[src/rtl/shift_cmd_queue_pkg.sv]
// shift_cmd_queue_pkg: command entry layout and direction constants shared with the shifter
package shift_cmd_queue_pkg;
    localparam int DEF_SIZE  = 32;
    localparam int DEF_AMT_W = 5;
    localparam int DATA_LSB  = 0;
    localparam logic DIR_LEFT  = 1'b0;
    localparam logic DIR_RIGHT = 1'b1;
    // Entry layout, LSB first: data, amt, dir, arith
    function automatic int amt_lsb(int size);
        return size;
    endfunction
    function automatic int dir_bit(int size, int amt_w);
        return size + amt_w;
    endfunction
    function automatic int arith_bit(int size, int amt_w);
        return size + amt_w + 1;
    endfunction
    function automatic int cmd_w(int size, int amt_w);
        return size + amt_w + 2;
    endfunction
endpackage

[src/rtl/shift_cmd_queue_fifo_ctrl.sv]
// sync_fifo_ctrl: pointers, occupancy count, full/empty and flush for a power-of-two FIFO
module sync_fifo_ctrl #(
    parameter int DEPTH = 4,
    parameter int PTR_W = $clog2(DEPTH)
) (
    input  logic             clk_i,
    input  logic             rst_ni,
    input  logic             flush_i,
    input  logic             in_valid_i,
    input  logic             out_ready_i,
    output logic             push_o,
    output logic [PTR_W-1:0] wptr_o,
    output logic [PTR_W-1:0] rptr_o,
    output logic [PTR_W:0]   count_o,
    output logic             full_o,
    output logic             empty_o
);
    logic [PTR_W-1:0] wptr_q, wptr_d, rptr_q, rptr_d;
    logic [PTR_W:0]   count_q, count_d;
    logic             pop;

    assign full_o  = count_q == (PTR_W+1)'(DEPTH);
    assign empty_o = count_q == '0;
    assign push_o  = in_valid_i & ~full_o & ~flush_i;
    assign pop     = out_ready_i & ~empty_o & ~flush_i;
    assign wptr_o  = wptr_q;
    assign rptr_o  = rptr_q;
    assign count_o = count_q;

    // Next state: flush clears everything; pointers wrap naturally at DEPTH
    always_comb begin
        wptr_d  = flush_i ? '0 : wptr_q + PTR_W'(push_o);
        rptr_d  = flush_i ? '0 : rptr_q + PTR_W'(pop);
        count_d = flush_i ? '0 : count_q + (PTR_W+1)'(push_o) - (PTR_W+1)'(pop);
    end

    // Control state register, cleared asynchronously
    always_ff @(posedge clk_i or negedge rst_ni) begin
        if (!rst_ni) begin
            wptr_q  <= '0;
            rptr_q  <= '0;
            count_q <= '0;
        end else begin
            wptr_q  <= wptr_d;
            rptr_q  <= rptr_d;
            count_q <= count_d;
        end
    end
endmodule

[src/rtl/shift_cmd_queue.sv]
// shift_cmd_queue: DEPTH-entry command FIFO decoupling the producer from shifter backpressure
module shift_cmd_queue
    import shift_cmd_queue_pkg::*;
#(
    parameter int SIZE  = DEF_SIZE,
    parameter int AMT_W = DEF_AMT_W,
    parameter int DEPTH = 4,
    parameter int PTR_W = $clog2(DEPTH)
) (
    input  logic             clk,
    input  logic             rst_n,
    input  logic             flush,
    input  logic             in_valid,
    output logic             in_ready,
    input  logic [SIZE-1:0]  in_data,
    input  logic [AMT_W-1:0] in_amt,
    input  logic             in_dir,
    input  logic             in_arith,
    output logic             out_valid,
    input  logic             out_ready,
    output logic [SIZE-1:0]  out_data,
    output logic [AMT_W-1:0] out_amt,
    output logic             out_dir,
    output logic             out_arith,
    output logic [PTR_W:0]   count
);
    localparam int W  = cmd_w(SIZE, AMT_W);
    localparam int AL = amt_lsb(SIZE);
    localparam int DB = dir_bit(SIZE, AMT_W);
    localparam int AB = arith_bit(SIZE, AMT_W);

    logic [W-1:0]     mem_q [DEPTH];
    logic [W-1:0]     wr_entry, head;
    logic [PTR_W-1:0] wptr, rptr;
    logic             push, full, empty;

    sync_fifo_ctrl #(.DEPTH(DEPTH), .PTR_W(PTR_W)) u_ctrl (
        .clk_i       (clk),
        .rst_ni      (rst_n),
        .flush_i     (flush),
        .in_valid_i  (in_valid),
        .out_ready_i (out_ready),
        .push_o      (push),
        .wptr_o      (wptr),
        .rptr_o      (rptr),
        .count_o     (count),
        .full_o      (full),
        .empty_o     (empty)
    );

    assign in_ready  = ~full;
    assign out_valid = ~empty;

    // Pack the incoming command into the shared entry layout
    always_comb begin
        wr_entry                     = '0;
        wr_entry[DATA_LSB +: SIZE]   = in_data;
        wr_entry[AL +: AMT_W]        = in_amt;
        wr_entry[DB]                 = in_dir;
        wr_entry[AB]                 = in_arith;
    end

    // Storage array; not reset since only control state defines validity
    always_ff @(posedge clk) begin
        if (push) mem_q[wptr] <= wr_entry;
    end

    // Head is zeroed when empty so unreset storage never leaks to the outputs
    assign head      = out_valid ? mem_q[rptr] : '0;
    assign out_data  = head[DATA_LSB +: SIZE];
    assign out_amt   = head[AL +: AMT_W];
    assign out_dir   = head[DB];
    assign out_arith = head[AB] & (head[DB] == DIR_RIGHT);
endmodule
[config.mk]
export PLATFORM = sky130hd
export DESIGN_NAME = shift_cmd_queue
export DESIGN_NICKNAME = d
export VERILOG_FILES = /design/src/rtl/shift_cmd_queue_pkg.sv /design/src/rtl/shift_cmd_queue_fifo_ctrl.sv /design/src/rtl/shift_cmd_queue.sv
export SDC_FILE = /design/constraint.sdc
export NUM_CORES = 1
export LEC_CHECK = 0
export ABC_AREA = 1
export BUFFER_PORTS_ARGS = -buffer_cell sky130_fd_sc_hd__buf_4
export CORE_AREA = 3 3 142 144
export DETAILED_ROUTE_END_ITERATION = 7
export DIE_AREA = 0 0 145 147
export PLACE_DENSITY = 0.55
export SKIP_CTS_REPAIR_TIMING = 1
export SLEW_MARGIN = 20
export SYNTH_ARGS = -nofsm -noshare
export SYNTH_HDL_FRONTEND = slang
export SYNTH_HIERARCHICAL = 1
export SYNTH_SLANG_ARGS = --single-unit
export TNS_END_PERCENT = 10
[constraint.sdc]
create_clock -name clk -period 5.3 [get_ports clk]
set_input_delay 0.53 -clock clk [delete_from_list [all_inputs] [get_ports clk]]
set_output_delay 0.53 -clock clk [all_outputs]
set_load 0.05 [all_outputs]
* After elaboration in Yosys (flattened, before gate mapping)
Memory sizes are Yosys's and may differ from the RTL's. Index checks and enable logic that the tools add are counted.
Storage, ports and cells: bits in registers 7, RAM bits 156, input bits 44, output and inout bits 44, word-level logic and storage cells 24, memories 1
Cells by class: add/sub/neg operators 4, equality and inequality tests 1, muxes and demuxes 6, bitwise operators 8, reductions and logical operators 1
Memory list:
- mem_q | depth 4, width 39, read ports 1, clocked after Yosys merged registers in 0, wr ports 1, RTL line shift_cmd_queue.sv:32 | logic [W-1:0] mem_q [DEPTH];
Operator list (number):
- 2-to-1 mux 39 bit | 1
- AND 1 bit | 5
- adder 2 x 1 -> 2 bit | 2
- 2-to-1 mux 2 bit | 2
- adder 3 x 1 -> 3 bit | 1
- equality test 3 bit (second input constant) | 1
- logical NOT 3 bit | 1
- 2-to-1 mux 3 bit | 1
- inverter 1 bit | 3
- subtractor 3 x 1 -> 3 bit | 1
- 2-to-1 mux 1 bit | 2

* Depth between registers and ports, before layout
depth after elaboration 7, gate-level depth with buffers 12, depth with buffers taken out 12

* Cells and area by module
Netlist, hierarchy kept.
Modules (own cells, without submodules):
- shift_cmd_queue | times used 1, cells each 518, area an instance 6252.2 µm², seq. area each 4684.5 µm²
- sync_fifo_ctrl | times used 1, cells each 41, area an instance 362.8 µm², seq. area each 175.2 µm²

* Worst setup path before layout
No wires, ideal clock.
kind reg-to-reg, start point register u_ctrl.count_q[1] (netlist: u_ctrl/count_o[1]), end point memory mem_q[0][0] (netlist name), enable pin, setup time 0.484 ns, arrival time 3.758 ns, required time 4.816 ns, slack 1.058 ns, cell stages (with the launch flop) 5, path buffers 0, period minus slack after synthesis 4.242 ns, cells stage by stage dfrtp_1 nor3_1 nor2_1 inv_1 nor3_1
Between the ends: word-level cells in the longest chain between the ends 6
RTL lines:
- from (decl) | RTL line shift_cmd_queue_fifo_ctrl.sv:19 | logic [PTR_W:0] count_q, count_d;
- from (signal assigned) | RTL line shift_cmd_queue_fifo_ctrl.sv:46 | count_q <= count_d;
- equality test 3 bit | RTL line shift_cmd_queue_fifo_ctrl.sv:22 | assign full_o = count_q == (PTR_W+1)'(DEPTH);
- net full | RTL line shift_cmd_queue.sv:35 | logic push, full, empty;
- inverter 1 bit | RTL line shift_cmd_queue_fifo_ctrl.sv:24 | assign push_o = in_valid_i & ~full_o & ~flush_i;
- AND 1 bit (2 in series) | RTL line shift_cmd_queue_fifo_ctrl.sv:24
- net push | RTL line shift_cmd_queue.sv:35
- 2-to-1 mux 1 bit | RTL line shift_cmd_queue.sv:65 | if (push) mem_q[wptr] <= wr_entry;
- 2-to-1 mux 1 bit (not written as such) | RTL line shift_cmd_queue.sv:65
- to (decl) | RTL line shift_cmd_queue.sv:32
The timed path passes the listed nets, and every way through them passes these cells.

* Worst setup path in the final report
start point register u_ctrl.rptr_q[1] (netlist: u_ctrl/rptr_o[1]), end point output out_data[28]
Between the ends: word-level cells in the longest chain between the ends 2
RTL lines:
- from (decl) | RTL line shift_cmd_queue_fifo_ctrl.sv:18 | logic [PTR_W-1:0] wptr_q, wptr_d, rptr_q, rptr_d;
- from (signal assigned) | RTL line shift_cmd_queue_fifo_ctrl.sv:45 | rptr_q <= rptr_d;
- memory (4 x 39 bit)
- 2-to-1 mux 39 bit | RTL line shift_cmd_queue.sv:69 | assign head = out_valid ? mem_q[rptr] : '0;
- to (decl) | RTL line shift_cmd_queue.sv:21 | output logic [SIZE-1:0] out_data,
Every way passes these cells.

==> run_results.csv <==
group,metric,value,unit
global_routing,maximum_number_of_pins_on_one_net_before_global_route_repair,79,
floorplan,fp.coreArea,18800,µm²
timing,setup_viol,0,
placement,post_dp_cell_area,7500,µm²
logic_synthesis,synth_top_cells_by_area,"edfxtp_1 (71%), nand2_1 (9.3%), nor2_1 (4.7%), a21oi_1 (3.0%), o21ai_0 (2.7%)",
drt,num_vias,4216,
drt,first_pass_iters,5,
layout,antenna-diode-count,0,
job,cap_viol_max_count,0,
critical_path,data_arrival_time_of_the_critical_path,2.57,ns
drt,vias_per_cell,4.58,
drt,post_drt_wl_per_cell,15.5,µm
cts,clk-insertion-delay-late,0.42,ns
timing,sum_neg_setup_slack,0,ns
logic_synthesis,synth_largest_area_cell,"edfxtp_1",
drt,detail_route.drc_violations,0,
placement,place.gp.congestion,0.775,
floorplan,dieHeight,147,µm
layout,share_of_post_route_cells_with_drive_strength_above_1,0.202,
floorplan,row_count,50,
drt,drt-initial-drc-count,265,
critical_path,end_kind,"output port",
critical_path,rr_endpoint,"u_ctrl/count_o[2]",
logic_synthesis,synth_top_cell_area_share,0.708,
logic_synthesis,main_combinational_cell_family_by_area_after_synthesis,"simple AND/OR/NAND/NOR gates",
global_routing,global_route.overflow_total,0,
timing,grt_setup_unrepaired,"false",
critical_path,crit_path_start,"u_ctrl/rptr_o[1]",
critical_path,crit_path_frequent_cell,"buf_4",
timing,slew_violations,0,
critical_path,path_class,"register to output port",
logic_synthesis,synthAdderAreaFrac,0.0106,
timing,timing.hold.ws,0.292,ns
logic_synthesis,number_of_warnings_issued_by_yosys,6,
layout,most_common_library_cell_in_the_layout_ignoring_fill_and_taps,"nand2_1",
global_routing,grt_antenna_before_repair,0,
timing,timing.final.crit_share,0.586,
floorplan,dieArea,21300,µm²
critical_path,timing.critical_path.slowest_stage_cell,"inv_2",
logic_synthesis,synth_compound_gate_area_share,0.0598,
layout,n_fill_cell,1716,
logic_synthesis,synth.lib_cells_used.distinct,21,
timing,max_slew.worst_pin.slew,0.830,ns
floorplan,dieWidth,145,µm
layout,area_of_the_multi_input_gates,1480,µm²
critical_path,worstPathCellList,"inv_2 -> buf_4 -> nand2_1 -> a21oi_1 -> buf_4",
timing,period_minus_slack,3.10,ns
cts,cts_tree,"yes",
logic_synthesis,syn_area,6620,µm²
layout,stdcell_count,920,
logic_synthesis,fraction_of_the_yosys_area_taken_by_sequential_cells,0.735,
timing,hold_violations,0,
layout,final_cell_mix,"nand2_1 (164), edfxtp_1 (156), buf_4 (96)",
power,leakagePower,3.20,nW
layout,syn_to_final_growth,22.6,%
outcome,status,"completed",
timing,fin_skew,0.00925,ns
critical_path,timing.reg2reg.setup_slack,2.66,ns
logic_synthesis,synth.area.mux_share,0,
drt,postRouteAntennaNets,0,
critical_path,timing.critical_path.to,"out_data[28]",
timing,fmax,0.322,GHz
cts,longest_clk_path_bufs,2,
critical_path,r2r_cells,13,
cts,cts_max_level,4,
logic_synthesis,synth_simple_gate_area_frac,0.148,
logic_synthesis,syn_area_per_cell,11.8,µm²
critical_path,timing.critical_path.from_type,"register",
critical_path,crit_path_max_fanout,45,
layout,layout.cell_area.non_filler,8110,µm²
placement,detailedPlacementHpwl,8080,µm
power,power.ir.vdd_worst,0.405,mV
critical_path,critPathMaxStageDelay,0.63,ns
placement,numPlacedInstances,887,
layout,final_net_count,696,
cts,cts_sinks,163,
power,power_per_cell_area,521,nW/µm²
power,total_power,0.00423,W
cts,root_buffer,"clkbuf_16",
min_path,holdCritStartpoint,"flush",
floorplan,ioPinCount,88,
placement,numPortBuffers,87,
logic_synthesis,synthCells,559,
critical_path,r2r-start,"u_ctrl/count_o[1]",
timing,relSlewSlack,0.446,
min_path,min_path_type,"primary input to register",
cts,tritoncts.num_buffers,17,
logic_synthesis,ys_ff_latch,163,
logic_synthesis,synth_xor_area_frac,0,
floorplan,initial_core_util,0.351,
cts,cts.reportedPaths.clkPinSlew,0.06,ns
global_routing,total_grt_usage,0.138,
global_routing,first_pass_grt_wire_length,22700,µm
global_routing,vias_in_the_first_global_route,4240,
layout,sequential_cell_area,4860,µm²
logic_synthesis,syn_nets,608,
drt,final_routed_wirelength_across_all_metal_layers,14300,µm
critical_path,critical_path_required,4.77,ns
[final cells by class]
type                    count  area share
repair buffers             98      0.0925
clock buffers              18      0.0529
clock inverters            14      0.0202
multi-input cells         341       0.182
well taps                 260      0.0401
inverters                  26      0.0126
flip-flops and latches    163       0.600
[Yosys cell counts]
library cell / count
inv_2: 1
buf_1: 1
nor2_1: 83
ha_1: 4
fa_1: 1
o21ai_1: 3
buf_12: 1
buf_8: 1
dfrtp_1: 7
o21ai_0: 36
nor3_1: 5
buf_6: 7
edfxtp_1: 156
nand2_1: 164
nand3_1: 5
inv_6: 1
buf_2: 8
buf_4: 3
clkbuf_1: 8
inv_1: 24
a21oi_1: 40
[sequential cells by signal, summed over array words and instances (netlist names)]
signal          cells
mem_q             156
u_ctrl/count_o      3
u_ctrl/rptr_o       2
u_ctrl/wptr_o       2
[where the power goes]
group,leakage [nW],total [W],switching [W],internal [W]
clock,0.279,0.00122,0.000483,0.000737
combinational,1.42,0.00146,0.00109,0.000377
sequential,1.51,0.00154,0.0000631,0.00148
[worst max-delay path, delay by kind of cell, from the launching register on]
family / cells / cell delay, ns
buffers and inverters: 3 / 1.35
DFF: 1 / 0.44
AOI/OAI and AO/OA: 1 / 0.25
and+or+nand+nor: 1 / 0.09
[per-stage QoR]
step                      setup WS [ns]   util
final                              2.20  0.431
after global routing               1.93  0.431
after global placement             2.45  0.398
after detailed placement           2.40  0.398
after CTS                          1.93  0.430
after floorplan                    1.06      -
[per-layer routing]
layer / GRT usage / vias up / wire (µm)
li1: - / 2064 / -
met1: 0.174 / 2026 / 6430
met2: 0.225 / 108 / 6870
met3: 0.0416 / 18 / 789
met4: 0.0527 / 0 / 213
met5: 0 / - / 0
[cell families (layout without fill, tap and decap cells)]
logic type | count (synthesis) | in the layout
adders and majority gates | 5 | 5
AOI/OAI and AO/OA | 79 | 79
DFF | 163 | 163
buffers and inverters | 55 | 156
and+or+nand+nor | 257 | 257
[worst min path at each step]
stage | to | slack [ns] | cells past startpoint
floorplan | u_ctrl/count_o[0] | 0.23 | 0
global placement | u_ctrl/count_o[1] | 0.35 | 1
detailed placement | u_ctrl/count_o[1] | 0.35 | 1
CTS | u_ctrl/count_o[2] | -0.11 | 1
global route | u_ctrl/wptr_o[0] | 0.28 | 2
finish | u_ctrl/wptr_o[0] | 0.29 | 2
Power figures use the tool's default switching activity.
